--- src/rtl/oled_text_sequencer_if.sv ---
// Character stream and OLED_interface command bus between the text sequencer and its neighbours.
// Signal names follow the sequencer's point of view (i_ = into the sequencer, o_ = out of it).
interface oled_text_sequencer_if #(
    parameter int G = 4
);
    logic [7:0]   i_CHAR;
    logic         i_CHAR_VALID;
    logic         o_CHAR_READY;
    logic [1:0]   o_MODE;
    logic         o_START;
    logic [G-1:0] o_PIXEL;
    logic         i_OLED_READY;

    modport master (
        input  i_CHAR, i_CHAR_VALID, i_OLED_READY,
        output o_CHAR_READY, o_MODE, o_START, o_PIXEL
    );

    modport slave (
        output i_CHAR, i_CHAR_VALID, i_OLED_READY,
        input  o_CHAR_READY, o_MODE, o_START, o_PIXEL
    );
endinterface

--- src/rtl/oled_text_sequencer.sv ---
// Text front end for OLED_interface: character FIFO, font ROM fetch, per-cell command handshake, cursor.
// Optional macro OLED_TEXT_CTRL_EN enables newline (0x0A) and form-feed (0x0C) interpretation.
module oled_text_sequencer #(
    parameter int NUM_COL        = 4,
    parameter int NUM_ROW        = 4,
    parameter int ASCII_COL_SIZE = 2,
    parameter int ASCII_ROW_SIZE = 2,
    parameter int FIFO_DEPTH     = 8,
    localparam int G             = ASCII_COL_SIZE * ASCII_ROW_SIZE,
    localparam int CHARS_PER_ROW = NUM_COL / ASCII_COL_SIZE,
    localparam int CHAR_ROWS     = NUM_ROW / ASCII_ROW_SIZE,
    localparam int COL_W         = (CHARS_PER_ROW > 1) ? $clog2(CHARS_PER_ROW) : 1,
    localparam int ROW_W         = (CHAR_ROWS > 1) ? $clog2(CHAR_ROWS) : 1,
    localparam int CNT_W         = $clog2(FIFO_DEPTH) + 1
) (
    input  logic                 i_CLK,
    input  logic                 i_RST,
    oled_text_sequencer_if.master bus,
    output logic [7:0]           o_GLYPH_ADDR,
    input  logic [G-1:0]         i_GLYPH_BITS,
    output logic                 o_BUSY,
    output logic [COL_W-1:0]     o_CURSOR_COL,
    output logic [ROW_W-1:0]     o_CURSOR_ROW,
    output logic [CNT_W-1:0]     o_FIFO_COUNT
);
    localparam int PTR_W = $clog2(FIFO_DEPTH);
    localparam logic [1:0] MODE_PWR_ON = 2'b00;
    localparam logic [1:0] MODE_CLEAR  = 2'b01;
    localparam logic [1:0] MODE_PIXEL  = 2'b10;
    localparam logic [COL_W-1:0] LAST_COL = COL_W'(CHARS_PER_ROW - 1);
    localparam logic [ROW_W-1:0] LAST_ROW = ROW_W'(CHAR_ROWS - 1);

    typedef enum logic [2:0] {
        S_PWR_ON, S_IDLE, S_FETCH, S_LATCH, S_CMD, S_WAIT_DONE, S_PAD
    } state_t;

    typedef enum logic [1:0] {K_PWR, K_GLYPH, K_CLEAR, K_PAD} kind_t;

    state_t r_state, w_state_nxt;
    kind_t  r_kind;

    logic [7:0]       r_mem [FIFO_DEPTH];
    logic [PTR_W-1:0] r_wr_ptr, r_rd_ptr;
    logic [CNT_W-1:0] r_count;
    logic             r_start;
    logic [1:0]       r_mode;
    logic [G-1:0]     r_pixel;
    logic [7:0]       r_glyph_addr;
    logic [COL_W-1:0] r_col;
    logic [ROW_W-1:0] r_row;

    logic       w_full, w_push, w_pop;
    logic [7:0] w_head;
    logic       w_start_set, w_start_clr, w_load_addr, w_latch;
    logic       w_setup_pad, w_setup_clr, w_adv, w_cur_clr;

    // Row-major cursor step with wrap from the last cell back to the origin.
    function automatic logic [ROW_W+COL_W-1:0] next_cell(input logic [COL_W-1:0] col,
                                                          input logic [ROW_W-1:0] row);
        logic [COL_W-1:0] c;
        logic [ROW_W-1:0] r;
        c = col + 1'b1;
        r = row;
        if (col == LAST_COL) begin
            c = '0;
            r = (row == LAST_ROW) ? '0 : row + 1'b1;
        end
        return {r, c};
    endfunction

    assign w_full = (r_count == CNT_W'(FIFO_DEPTH));
    assign w_push = bus.i_CHAR_VALID && !w_full;
    assign w_head = r_mem[r_rd_ptr];

    always_ff @(posedge i_CLK) begin
        if (i_RST) r_state <= S_PWR_ON;
        else       r_state <= w_state_nxt;
    end

    always_comb begin
        w_state_nxt = r_state;
        w_pop       = 1'b0;
        w_start_set = 1'b0;
        w_start_clr = 1'b0;
        w_load_addr = 1'b0;
        w_latch     = 1'b0;
        w_setup_pad = 1'b0;
        w_setup_clr = 1'b0;
        w_adv       = 1'b0;
        w_cur_clr   = 1'b0;
        unique case (r_state)
            S_PWR_ON, S_CMD: begin
                // START rises on the first cycle here and is held until READY is seen low.
                if (!r_start) begin
                    w_start_set = 1'b1;
                end else if (!bus.i_OLED_READY) begin
                    w_start_clr = 1'b1;
                    w_state_nxt = S_WAIT_DONE;
                end
            end
            S_IDLE: begin
                if (r_count != '0) begin
                    w_pop = 1'b1;
`ifdef OLED_TEXT_CTRL_EN
                    if (w_head == 8'h0A) begin
                        if (r_col != '0) w_state_nxt = S_PAD;
                    end else if (w_head == 8'h0C) begin
                        w_setup_clr = 1'b1;
                        w_state_nxt = S_CMD;
                    end else begin
                        w_load_addr = 1'b1;
                        w_state_nxt = S_FETCH;
                    end
`else
                    w_load_addr = 1'b1;
                    w_state_nxt = S_FETCH;
`endif
                end
            end
            S_FETCH: w_state_nxt = S_LATCH;
            S_LATCH: begin
                w_latch     = 1'b1;
                w_state_nxt = S_CMD;
            end
            S_PAD: begin
                w_setup_pad = 1'b1;
                w_state_nxt = S_CMD;
            end
            S_WAIT_DONE: begin
                if (bus.i_OLED_READY) begin
                    w_state_nxt = S_IDLE;
                    unique case (r_kind)
                        K_PWR:   ;
                        K_GLYPH: w_adv = 1'b1;
                        K_CLEAR: w_cur_clr = 1'b1;
                        K_PAD: begin
                            w_adv = 1'b1;
                            if (r_col != LAST_COL) w_state_nxt = S_PAD;
                        end
                        default: ;
                    endcase
                end
            end
            default: w_state_nxt = S_PWR_ON;
        endcase
    end

    always_ff @(posedge i_CLK) begin
        if (w_push) r_mem[r_wr_ptr] <= bus.i_CHAR;
    end

    always_ff @(posedge i_CLK) begin
        if (i_RST) begin
            r_start      <= 1'b0;
            r_mode       <= MODE_PWR_ON;
            r_pixel      <= '0;
            r_glyph_addr <= '0;
            r_col        <= '0;
            r_row        <= '0;
            r_kind       <= K_PWR;
            r_wr_ptr     <= '0;
            r_rd_ptr     <= '0;
            r_count      <= '0;
        end else begin
            if (w_start_set)      r_start <= 1'b1;
            else if (w_start_clr) r_start <= 1'b0;
            if (w_load_addr) r_glyph_addr <= w_head;
            if (w_latch) begin
                r_pixel <= i_GLYPH_BITS;
                r_mode  <= MODE_PIXEL;
                r_kind  <= K_GLYPH;
            end
            if (w_setup_pad) begin
                r_pixel <= '0;
                r_mode  <= MODE_PIXEL;
                r_kind  <= K_PAD;
            end
            if (w_setup_clr) begin
                r_pixel <= '0;
                r_mode  <= MODE_CLEAR;
                r_kind  <= K_CLEAR;
            end
            if (w_cur_clr) begin
                r_col <= '0;
                r_row <= '0;
            end else if (w_adv) begin
                {r_row, r_col} <= next_cell(r_col, r_row);
            end
            if (w_push) r_wr_ptr <= r_wr_ptr + 1'b1;
            if (w_pop)  r_rd_ptr <= r_rd_ptr + 1'b1;
            case ({w_push, w_pop})
                2'b10:   r_count <= r_count + 1'b1;
                2'b01:   r_count <= r_count - 1'b1;
                default: ;
            endcase
        end
    end

    assign bus.o_CHAR_READY = !w_full;
    assign bus.o_MODE       = r_mode;
    assign bus.o_START      = r_start;
    assign bus.o_PIXEL      = r_pixel;
    assign o_GLYPH_ADDR     = r_glyph_addr;
    assign o_BUSY           = (r_state != S_IDLE);
    assign o_CURSOR_COL     = r_col;
    assign o_CURSOR_ROW     = r_row;
    assign o_FIFO_COUNT     = r_count;
endmodule

--- src/flat_wrapper.sv ---
// flat-port wrapper written by rule: the top's interface ports become plain ports
module oled_text_sequencer_flat 
#(
    parameter int NUM_COL        = 4,
    parameter int NUM_ROW        = 4,
    parameter int ASCII_COL_SIZE = 2,
    parameter int ASCII_ROW_SIZE = 2,
    parameter int FIFO_DEPTH     = 8,
    localparam int G             = ASCII_COL_SIZE * ASCII_ROW_SIZE,
    localparam int CHARS_PER_ROW = NUM_COL / ASCII_COL_SIZE,
    localparam int CHAR_ROWS     = NUM_ROW / ASCII_ROW_SIZE,
    localparam int COL_W         = (CHARS_PER_ROW > 1) ? $clog2(CHARS_PER_ROW) : 1,
    localparam int ROW_W         = (CHAR_ROWS > 1) ? $clog2(CHAR_ROWS) : 1,
    localparam int CNT_W         = $clog2(FIFO_DEPTH) + 1
)
  (i_CLK, i_RST, o_GLYPH_ADDR, i_GLYPH_BITS, o_BUSY, o_CURSOR_COL, o_CURSOR_ROW, o_FIFO_COUNT, bus_i_CHAR, bus_i_CHAR_VALID, bus_i_OLED_READY, bus_o_CHAR_READY, bus_o_MODE, bus_o_START, bus_o_PIXEL);
  oled_text_sequencer_if #(.G(4)) bus_i ();
  input  logic i_CLK;
  input  logic i_RST;
  output logic [7:0] o_GLYPH_ADDR;
  input  logic [G-1:0] i_GLYPH_BITS;
  output logic o_BUSY;
  output logic [COL_W-1:0] o_CURSOR_COL;
  output logic [ROW_W-1:0] o_CURSOR_ROW;
  output logic [CNT_W-1:0] o_FIFO_COUNT;
  input wire logic [$bits(bus_i.i_CHAR)-1:0] bus_i_CHAR;
  input wire logic [$bits(bus_i.i_CHAR_VALID)-1:0] bus_i_CHAR_VALID;
  input wire logic [$bits(bus_i.i_OLED_READY)-1:0] bus_i_OLED_READY;
  output wire logic [$bits(bus_i.o_CHAR_READY)-1:0] bus_o_CHAR_READY;
  output wire logic [$bits(bus_i.o_MODE)-1:0] bus_o_MODE;
  output wire logic [$bits(bus_i.o_START)-1:0] bus_o_START;
  output wire logic [$bits(bus_i.o_PIXEL)-1:0] bus_o_PIXEL;
  assign bus_i.i_CHAR = bus_i_CHAR;
  assign bus_i.i_CHAR_VALID = bus_i_CHAR_VALID;
  assign bus_i.i_OLED_READY = bus_i_OLED_READY;
  assign bus_o_CHAR_READY = bus_i.o_CHAR_READY;
  assign bus_o_MODE = bus_i.o_MODE;
  assign bus_o_START = bus_i.o_START;
  assign bus_o_PIXEL = bus_i.o_PIXEL;
  oled_text_sequencer #(.NUM_COL(NUM_COL), .NUM_ROW(NUM_ROW), .ASCII_COL_SIZE(ASCII_COL_SIZE), .ASCII_ROW_SIZE(ASCII_ROW_SIZE), .FIFO_DEPTH(FIFO_DEPTH)) u_core (.i_CLK(i_CLK), .i_RST(i_RST), .bus(bus_i), .o_GLYPH_ADDR(o_GLYPH_ADDR), .i_GLYPH_BITS(i_GLYPH_BITS), .o_BUSY(o_BUSY), .o_CURSOR_COL(o_CURSOR_COL), .o_CURSOR_ROW(o_CURSOR_ROW), .o_FIFO_COUNT(o_FIFO_COUNT));
endmodule
--- config.mk ---
export PLATFORM = sky130hd
export DESIGN_NAME = oled_text_sequencer_flat
export DESIGN_NICKNAME = d
export VERILOG_FILES = /design/src/rtl/oled_text_sequencer_if.sv /design/src/rtl/oled_text_sequencer.sv /design/src/flat_wrapper.sv
export SDC_FILE = /design/constraint.sdc
export NUM_CORES = 1
export LEC_CHECK = 0
export BUFFER_PORTS_ARGS = -buffer_cell sky130_fd_sc_hd__buf_4
export CORE_MARGIN = 2
export CORE_UTILIZATION = 54
export CTS_CLUSTER_SIZE = 24
export DETAILED_ROUTE_END_ITERATION = 7
export GPL_ROUTABILITY_DRIVEN = 0
export HOLD_SLACK_MARGIN = 0.06
export PLACE_DENSITY_LB_ADDON = 0.12
export SLEW_MARGIN = 30
export SYNTH_ARGS = -nofsm -noshare
export SYNTH_HDL_FRONTEND = slang
export SYNTH_SLANG_ARGS = --single-unit
--- constraint.sdc ---
create_clock -name i_CLK -period 7.28 [get_ports i_CLK]
set_input_delay 2.184 -clock i_CLK [delete_from_list [all_inputs] [get_ports i_CLK]]
set_output_delay 2.184 -clock i_CLK [all_outputs]
set_load 0.01 [all_outputs]
==> results.sh <==
export IMPL_outcome="completed"
export IMPL_drive_above_1_share_pct=26.6
export IMPL_highest_layer="met4"
export IMPL_vias=2239
export IMPL_finalSetupTns_ps=0
export IMPL_critPathArrivalTime_ps=1810
export IMPL_grtUsageTotal_pct=19.0
export IMPL_tightest_slew_ps=906
export IMPL_ys_ff_latch=94
export IMPL_max_freq_mhz=250
export IMPL_clkTransAtPathRegs_ps=90
export IMPL_met3_length_um=271
export IMPL_fp_dieW_um=88.3
export IMPL_maxCapViolations=0
export IMPL_hold_viol_final=0
export IMPL_reg2reg_to="u_core.o_FIFO_COUNT[3]"
export IMPL_vdd_drop_max_v=0.000142
export IMPL_ys_flop_type="edfxtp_1"
export IMPL_io_buffer_count=37
export IMPL_synthesis_nets=296
export IMPL_required_ps=5100
export IMPL_final_cells=412
export IMPL_rr_startpoint="u_core.r_state[0]"
export IMPL_crit_end="o_BUSY"
export IMPL_row_count=30
export IMPL_critical_path_class="register to output port"
export IMPL_met2_wirelength_um=3050
export IMPL_grt_pass1_vias=2014
export IMPL_yosysUniqueCellTypes=40
export IMPL_cts_htree_levels=3
export IMPL_fillers=566
export IMPL_fin_crit_sh_pct=54.9
export IMPL_antenna_found_initial=0
export IMPL_r2r_cells=6
export IMPL_cp_end_kind="output port"
export IMPL_path_max_fanout=21
export IMPL_yosys_warnings=0
export IMPL_hold_path_class="register to register"
export IMPL_synth_cells=275
export IMPL_rsz0062_at_grt="false"
export IMPL_drt_wirelength_per_cell_um=16.4
export IMPL_ys_async_sr_fraction_pct=0
export IMPL_core_area_um2=6830
export IMPL_cts_buffers=9
export IMPL_die_area_um2=7800
export IMPL_wl_met1_um=3360
export IMPL_finalCriticalPeriod_ps=4000
export IMPL_tritoncts="yes"
export IMPL_drtIter0Drc=180
export IMPL_dp_hpwl_um=4270
export IMPL_max_slew_margin_rel_pct=39.4
export IMPL_chipHeight_um=88.3
export IMPL_postCtsSetupBuffers=0
export IMPL_setup_viol=0
export IMPL_first_pass_iters=4
export IMPL_cts_resized=0
export IMPL_antennaDiodeCount=0
export IMPL_drc_errors=0
export IMPL_clkLatencyLatePin_ps=360
export IMPL_cts_sinks=94
export IMPL_avgSynthCellArea_um2=14.0
export IMPL_slew_violations=0
export IMPL_start_util_pct=56.2
export IMPL_io_pins=39
export IMPL_leakage_uw=0.00155
export IMPL_p_per_area_nw_per_um2=248
export IMPL_wirelength_um=6780
export IMPL_ys_seq_area_share_pct=65.7
export IMPL_clk_path_buf_depth=2
export IMPL_synth_cell_area_um2=3840
export IMPL_startpoint="u_core.r_state[0]"
export IMPL_regToRegSetupSlack_ps=4130
export IMPL_grt_max_degree=32
export IMPL_synth_edf_count=64
export IMPL_final_nets=332
export IMPL_grt_pass1_wl_um=10800
export IMPL_cts_hold_buf=0
export IMPL_placed_cells=396
export IMPL_cts_root_buffer="clkbuf_8"
export IMPL_vias_per_cell=5.43
export IMPL_area_delta_synth_final_pct=15.4
export IMPL_drtAntennaViolNets=0
export IMPL_grt_overflow=0
export IMPL_skew_ps=13.9
export IMPL_startpoint_type="register"
## flip-flops by register name (all words and copies together) (netlist names), 2 cells and up
name	cells
u_core.bus.o_PIXEL	4
u_core.o_FIFO_COUNT	4
u_core.o_GLYPH_ADDR	8
u_core.r_kind	2
u_core.r_mem	64
u_core.r_rd_ptr	3
u_core.r_state	3
u_core.r_wr_ptr	3
## stage by stage
stage	worst slack [ps]	cell area (um2)	utilization (%)	power, uW	hold WS, ps
after floorplan	3500	3840	-	704	456
after global placement	3280	4210	61.6	747	477
after detailed placement	3220	4210	61.7	751	480
after CTS	3250	4430	64.8	1110	492
after global routing	3070	4430	64.8	1140	509
final	3280	4430	64.8	1100	489
## layer usage
layer	vias to the layer above	GRT usage, %
met4	0	7.71
met1	1082	29.6
met5	-	0
met2	48	26.2
met3	10	4.10
li1	1099	-
## placed cells by master, fill, tap and decap left out, types with 2 or more instances in the layout
| master | n |
|---|---|
| clkbuf_8 | 9 |
| o21ai_0 | 3 |
| a21oi_1 | 20 |
| edfxtp_1 | 64 |
| dfxtp_1 | 30 |
| mux4_2 | 16 |
| nor2b_1 | 6 |
| ha_1 | 5 |
| nand3b_1 | 2 |
| mux2_2 | 2 |
| nand2_1 | 10 |
| inv_6 | 4 |
| nand3_1 | 10 |
| xnor2_1 | 3 |
| buf_4 | 42 |
| nand2b_1 | 9 |
| nor3_1 | 12 |
| xor2_1 | 6 |
| nor2_1 | 28 |
| inv_1 | 2 |
| o22ai_1 | 9 |
| mux2i_1 | 3 |
## synthesized netlist by cell type (3+ instances only)
master / count / area share [%]
mux2i_1: 3 / 0.78
a21oi_1: 20 / 2.6
nor2_1: 29 / 2.8
nand2_1: 10 / 0.98
xor2_1: 6 / 1.4
o21ai_0: 3 / 0.39
nand3_1: 10 / 1.3
buf_2: 3 / 0.39
dfxtp_1: 30 / 16
edfxtp_1: 64 / 50
buf_1: 3 / 0.29
nor3_1: 12 / 1.6
mux4_2: 16 / 9.4
ha_1: 5 / 1.6
nand2b_1: 9 / 1.5
nor2b_1: 6 / 0.98
o22ai_1: 9 / 1.5
clkbuf_1: 9 / 0.88
xnor2_1: 3 / 0.68
## layout make-up
| cell class | count | area (um2) | area share, % |
|---|---|---|---|
| clock buffers | 9 | 124 | 2.80 |
| clock inverters | 7 | 88.8 | 2.01 |
| inverters | 2 | 7.51 | 0.169 |
| multi-input cells | 162 | 1250 | 28.2 |
| flip-flops and latches | 94 | 2520 | 56.9 |
| well taps | 96 | 120 | 2.71 |
| repair buffers | 42 | 315 | 7.12 |
## worst min path at each step
| stage | depth (start not counted) | startpoint | slack, ps | endpoint |
|---|---|---|---|---|
| floorplan | 2 | u_core.r_kind[1] | 460 | u_core.r_kind[1] |
| global placement | 2 | u_core.o_CURSOR_ROW | 480 | u_core.o_CURSOR_ROW |
| detailed placement | 2 | u_core.o_CURSOR_ROW | 480 | u_core.o_CURSOR_ROW |
| CTS | 2 | u_core.o_CURSOR_ROW | 490 | u_core.o_CURSOR_ROW |
| global route | 2 | u_core.o_GLYPH_ADDR[6] | 510 | u_core.o_GLYPH_ADDR[6] |
| finish | 2 | u_core.o_CURSOR_ROW | 490 | u_core.o_CURSOR_ROW |
## worst max-delay path, stage by stage (launching register included)
cell,delay [ps]
dfxtp_1,730
nor3b_1,500
inv_1,80
buf_4,150
## logic make-up after synthesis
family	Yosys count	synth area share (%)
DFF	94	65.7
xor gates and xnor gates	9	2.05
adders and majority gates	5	1.63
muxes	21	10.8
other	1	0.0977
and+or+nand+nor	88	11.7
AOI/OAI and AO/OA	38	5.90
buffers and inverters	19	2.15
## report_power, final
part	total (uW)	internal (uW)	switching (uW)
clock network	360	167	193
logic	123	62.5	60.8
registers	613	592	21.1
total	1100	821	275
(Power assumes the default switching activity.)
